File: src/rtl/y_position_counter.sv
// Vertical position register for a stacked block: moves by STEP per detected request edge within [Y_MIN, Y_INIT].
// Optional stacked-level counter enabled by defining Y_LEVEL_COUNT_EN.
module y_position_counter #(
  parameter int Y_WIDTH   = 7,
  parameter int Y_INIT    = 104,
  parameter int STEP      = 16,
  parameter int Y_MIN     = 8,
  parameter int LVL_WIDTH = 3
) (
  input  logic               clk,
  input  logic               resetn,
  input  logic               enable,
  input  logic               dec,
  input  logic               inc,
  output logic [Y_WIDTH-1:0] curr_y_position,
  output logic               top_reached,
  output logic               step_done,
  output logic               rejected
`ifdef Y_LEVEL_COUNT_EN
  ,
  output logic [LVL_WIDTH-1:0] level
`endif
);

  localparam int XW = Y_WIDTH + 1;
  // Limits are held one bit wider than the position so y+STEP cannot wrap.
  localparam logic [XW-1:0] UP_LIMIT  = XW'(Y_MIN + STEP);
  localparam logic [XW-1:0] STEP_X    = XW'(STEP);
  localparam logic [XW-1:0] INIT_X    = XW'(Y_INIT);
  localparam logic          RESET_TOP = (INIT_X < UP_LIMIT);

  logic               dec_d;
  logic               inc_d;
  logic               dec_edge;
  logic               inc_edge;
  logic [XW-1:0]      y_x;
  logic [Y_WIDTH-1:0] y_next;
  logic               top_next;
  logic               step_next;
  logic               rej_next;

  always_comb begin
    dec_edge  = dec & ~dec_d;
    inc_edge  = inc & ~inc_d;
    y_x       = {1'b0, curr_y_position};
    y_next    = curr_y_position;
    step_next = 1'b0;
    rej_next  = 1'b0;
    if (enable && dec_edge && !inc_edge) begin
      if (y_x >= UP_LIMIT) begin
        y_next    = curr_y_position - Y_WIDTH'(STEP);
        step_next = 1'b1;
      end else begin
        rej_next = 1'b1;
      end
    end else if (enable && inc_edge && !dec_edge) begin
      if (y_x + STEP_X <= INIT_X) begin
        y_next    = curr_y_position + Y_WIDTH'(STEP);
        step_next = 1'b1;
      end else begin
        rej_next = 1'b1;
      end
    end
    top_next = ({1'b0, y_next} < UP_LIMIT);
  end

  always_ff @(posedge clk) begin
    // Edge history follows the inputs even in reset so held requests do not fire on release.
    dec_d <= dec;
    inc_d <= inc;
    if (!resetn) begin
      curr_y_position <= Y_WIDTH'(Y_INIT);
      top_reached     <= RESET_TOP;
      step_done       <= 1'b0;
      rejected        <= 1'b0;
    end else begin
      curr_y_position <= y_next;
      top_reached     <= top_next;
      step_done       <= step_next;
      rejected        <= rej_next;
    end
  end

`ifdef Y_LEVEL_COUNT_EN
  always_ff @(posedge clk) begin
    if (!resetn) begin
      level <= '0;
    end else if (step_next && dec_edge) begin
      if (level != '1) level <= level + 1'b1;
    end else if (step_next && inc_edge) begin
      if (level != '0) level <= level - 1'b1;
    end
  end
`endif

endmodule

File: config.mk
export PLATFORM = sky130hd
export DESIGN_NAME = y_position_counter
export DESIGN_NICKNAME = d
export VERILOG_FILES = /design/src/rtl/y_position_counter.sv
export SDC_FILE = /design/constraint.sdc
export NUM_CORES = 1
export LEC_CHECK = 0
export CORE_UTILIZATION = 39
export CTS_CLUSTER_DIAMETER = 60
export DETAILED_ROUTE_END_ITERATION = 6
export PLACE_DENSITY = 0.68
export SYNTH_ARGS = -nofsm -noshare
export SYNTH_HDL_FRONTEND = slang
export SYNTH_SLANG_ARGS = --single-unit
File: constraint.sdc
create_clock -name clk -period 1.85 [get_ports clk]
set_input_delay 0.4625 -clock clk [delete_from_list [all_inputs] [get_ports clk]]
set_output_delay 0.4625 -clock clk [all_outputs]
set_load 0.02 [all_outputs]
==> out/metrics.csv <==
stage,metric,value,unit
outcome,status,"complete, no violations",
logic_synthesis,Synth Area in Compound Gates,0.1544,
cells_and_area,Antenna Cells,0,
logic_synthesis,Synth Area in Simple Gates,0.3284,
sta,hold_ws,0.6493,ns
floorplanning,effective utilization at floorplan,0.4416,
logic_synthesis,post-synth top area cell,dfxtp_1,
clocking,Hold Buf Count CTS,0,
sta,fin. max-slew vios,0,
hold_path,hold crit path type,reg -> reg,
critical_path,worst reg2reg setup slack,0.06,ns
critical_path,r2r endpoint,top_reached$_SDFF_PN0_,
logic_synthesis,Netlist cell types,27,
clocking,TritonCTS clock tree,done,
route,drt drc,0,
place,# port buffers,10,
logic_synthesis,Yosys warning count,0,
route,Detail Route Antenna Nets,0,
clocking,Num CTS Buffers,3,
logic_synthesis,Post-Syn Area,510.5,sq um
hold_path,hold-critical path depth,3,
logic_synthesis,combinational family with the most area after synthesis,simple AND/OR/NAND/NOR gates,
floorplanning,chip width,38.18,um
hold_path,hold path endpoint,curr_y_position[5]$_SDFF_PN1_,
logic_synthesis,fraction of synthesized area in multiplexers,0,
global_routing,antenna violations before repair,0,
floorplanning,Die ar.,1458,sq um
clocking,H-tree lvl count,1,
clocking,"Clk Latency, worst-skew pair",0.26,ns
cells_and_area,layout cells sized above 1,0.4133,
critical_path,"Max FO, Critical Path",5,
route,drt wl/cell,11.83,um
floorplanning,core area,1156,sq um
cells_and_area,Layout area overhead,43.14,%
sta,Fin. Hold Viols,0,
power,PD cells,620.0,nW/um^2
sta,Max Freq,558.0,MHz
logic_synthesis,Synth Area in XOR/XNOR,0.03431,
logic_synthesis,Yosys top cell area share,0.3137,
critical_path,Worst EP arrival,1.94,ns
cells_and_area,fin cells,89,
job,max_cap viols,0,
global_routing,gr usage total,0.1754,
logic_synthesis,post-synthesis adder-cell area fraction,0.07353,
floorplanning,io pins,15,
sta,final period utilization,0.9686,
clocking,clk slew on worst S/H paths,0.05,ns
place,Inst Count DP,86,
sta,Tmin final,1.792,ns
logic_synthesis,post-synthesis area per instance,9.116,sq um
route,drt first pass iters,4,
logic_synthesis,Seq cells post-synth,8,
place,dpl hpwl,782.5,um
route,drt total wl,1053,um
hold_path,hold path startpoint,curr_y_position[5]$_SDFF_PN1_,
critical_path,CP Launch Type,register,
global_routing,largest net degree at the start of global routing,8,
critical_path,"Req. time, crit path",1.99,ns
logic_synthesis,post-synthesis sequential area ratio,0.3137,
critical_path,Crit Path Class,reg -> reg,
global_routing,vias in the first global route,414,
logic_synthesis,Syn Inst Count,56,
place,gpl congestion,0.8293,
sta,final setup vio count,0,
clocking,Max Root-Sink Buffers,2,
logic_synthesis,Area contributors post-synth,"dfxtp_1, ha_1, buf_4, and2b_2, and2_1",
route,Vias,448,
power,P_leak,0.3201,nW
floorplanning,row cnt,12,
sta,Final Skew,0.002030,ns
cells_and_area,NumNets Final,85,
route,DRT iter0 DRCs,5,
critical_path,R2R cell count,7,
critical_path,CP endpoint kind,register,
global_routing,first-pass GRT wire length,1676,um
route,DR vias/cell,5.034,
power,Worst IR Drop VDD,0.3096,mV
sta,RSZ-0062 raised after global routing,true,
global_routing,GR Overflow Total,0,
critical_path,r2r startpoint,curr_y_position[5]$_SDFF_PN1_,
floorplanning,die height,38.18,um
clocking,Clock Sinks,8,
clocking,Root Buffer,clkbuf_4,
## through the flow
stage	power (W)	TNS (ns)	utilization	setup WS [ns]	cell area [sq um]
2_1_floorplan	0.0002689	0	-	0.04017	536.8
3_3_place_gp	0.0003134	-0.6580	0.5920	-0.2336	684.4
3_5_place_dp	0.0003139	-0.8673	0.5920	-0.2995	684.4
4_1_cts	0.0004566	0	0.6158	0.008911	711.9
5_1_grt	0.0004784	-0.02853	0.6320	-0.02853	730.7
6_report	0.0004530	0	0.6320	0.05800	730.7
## flip-flops by register name, summed over array words and instances, names as in the netlist
signal and count:
inc_d 1, rejected 1, curr_y_position 3, step_done 1
dec_d 1, top_reached 1
## synth_stat cells
| master | instances |
|---|---|
| inv_1 | 3 |
| a21oi_1 | 2 |
| and2b_2 | 3 |
| nor3b_1 | 1 |
| o2111ai_1 | 1 |
| xnor2_1 | 2 |
| or2b_2 | 2 |
| conb_1 | 2 |
| nand2_1 | 2 |
| a21bo_2 | 1 |
| dfxtp_1 | 8 |
| o21ai_0 | 2 |
| o22ai_1 | 3 |
| o211a_1 | 1 |
| nor3b_2 | 1 |
| nand4_2 | 1 |
| and3_1 | 2 |
| or3_2 | 1 |
| and3b_2 | 1 |
| ha_1 | 3 |
| nor2_1 | 1 |
| or4_4 | 1 |
| and2_1 | 3 |
| a21boi_2 | 1 |
| nor3_1 | 1 |
| nand3_1 | 3 |
| buf_4 | 4 |
## per-layer routing
layer  global-route usage  vias to the layer above  share of wire
li1                     -                      228              -
met2               0.2881                       13           0.50
met5                    0                        -              0
met1               0.1851                      205           0.44
met4               0.1071                        0          0.010
met3              0.06977                        2          0.047
## worst max-delay path by stage
stage	start	to	cells after the start
6_report	curr_y_position[5]$_SDFF_PN1_	top_reached$_SDFF_PN0_	7
5_1_grt	dec	top_reached$_SDFF_PN0_	6
4_1_cts	curr_y_position[6]$_SDFF_PN1_	curr_y_position[6]	1
3_5_place_dp	dec	top_reached$_SDFF_PN0_	6
3_3_place_gp	dec	top_reached$_SDFF_PN0_	6
2_1_floorplan	curr_y_position[5]$_SDFF_PN1_	top_reached$_SDFF_PN0_	7
## critical path: stages (launching register included)
cell and delay (ns):
dfxtp_4 0.35, buf_4 0.14, ha_1 0.22, nor3b_2 0.21, o22ai_2 0.14, or3_2 0.44, o2111ai_2 0.12, nor3b_2 0.07
## cells by family after synthesis
family	Yosys count
AND/OR/NAND/NOR	23
AO/OA/AOI/OAI	11
flip-flops	8
buffers and inverters	7
adder cells (fa/ha/maj)	3
XOR/XNOR	2
other	2
## final cells by class
class,instances,area (sq um)
Multi-Input combinational cell,43,346.6
Timing Repair Buffer,18,165.2
Fill cell,95,425.4
Sequential cell,8,167.7
Tap cell,14,17.52
Clock buffer,3,22.52
Inverter,3,11.26
## placed cells by master (no fill, tap or decap), types with 2 or more instances in the layout
master and n:
a21oi_1 2, and2_1 3, and2b_2 3, buf_4 8
clkbuf_4 3, clkdlybuf4s50_1 8, conb_1 4, dfxtp_1 6
dfxtp_4 2, dlymetal6s2s_1 2, ha_1 2, inv_1 3
nand2_1 2, nand3_1 3, nor3b_2 2, o21ai_0 2
o22ai_1 2, or2b_2 2, xnor2_1 2
## repair_timing
action,in CTS,in global routing
pin swaps,0,1
setup endpoints to repair,1,4
resized for setup,1,5
setup buffers,0,0
## power by group
group          total [W]  switching [W]  internal (W)  leakage, nW
logic           0.000128      0.0000605     0.0000679        0.240
clock network   0.000138      0.0000634     0.0000745       0.0138
registers       0.000187     0.00000729      0.000179       0.0664
total           0.000453       0.000131      0.000322        0.320
Power figures use the tool's default switching activity.
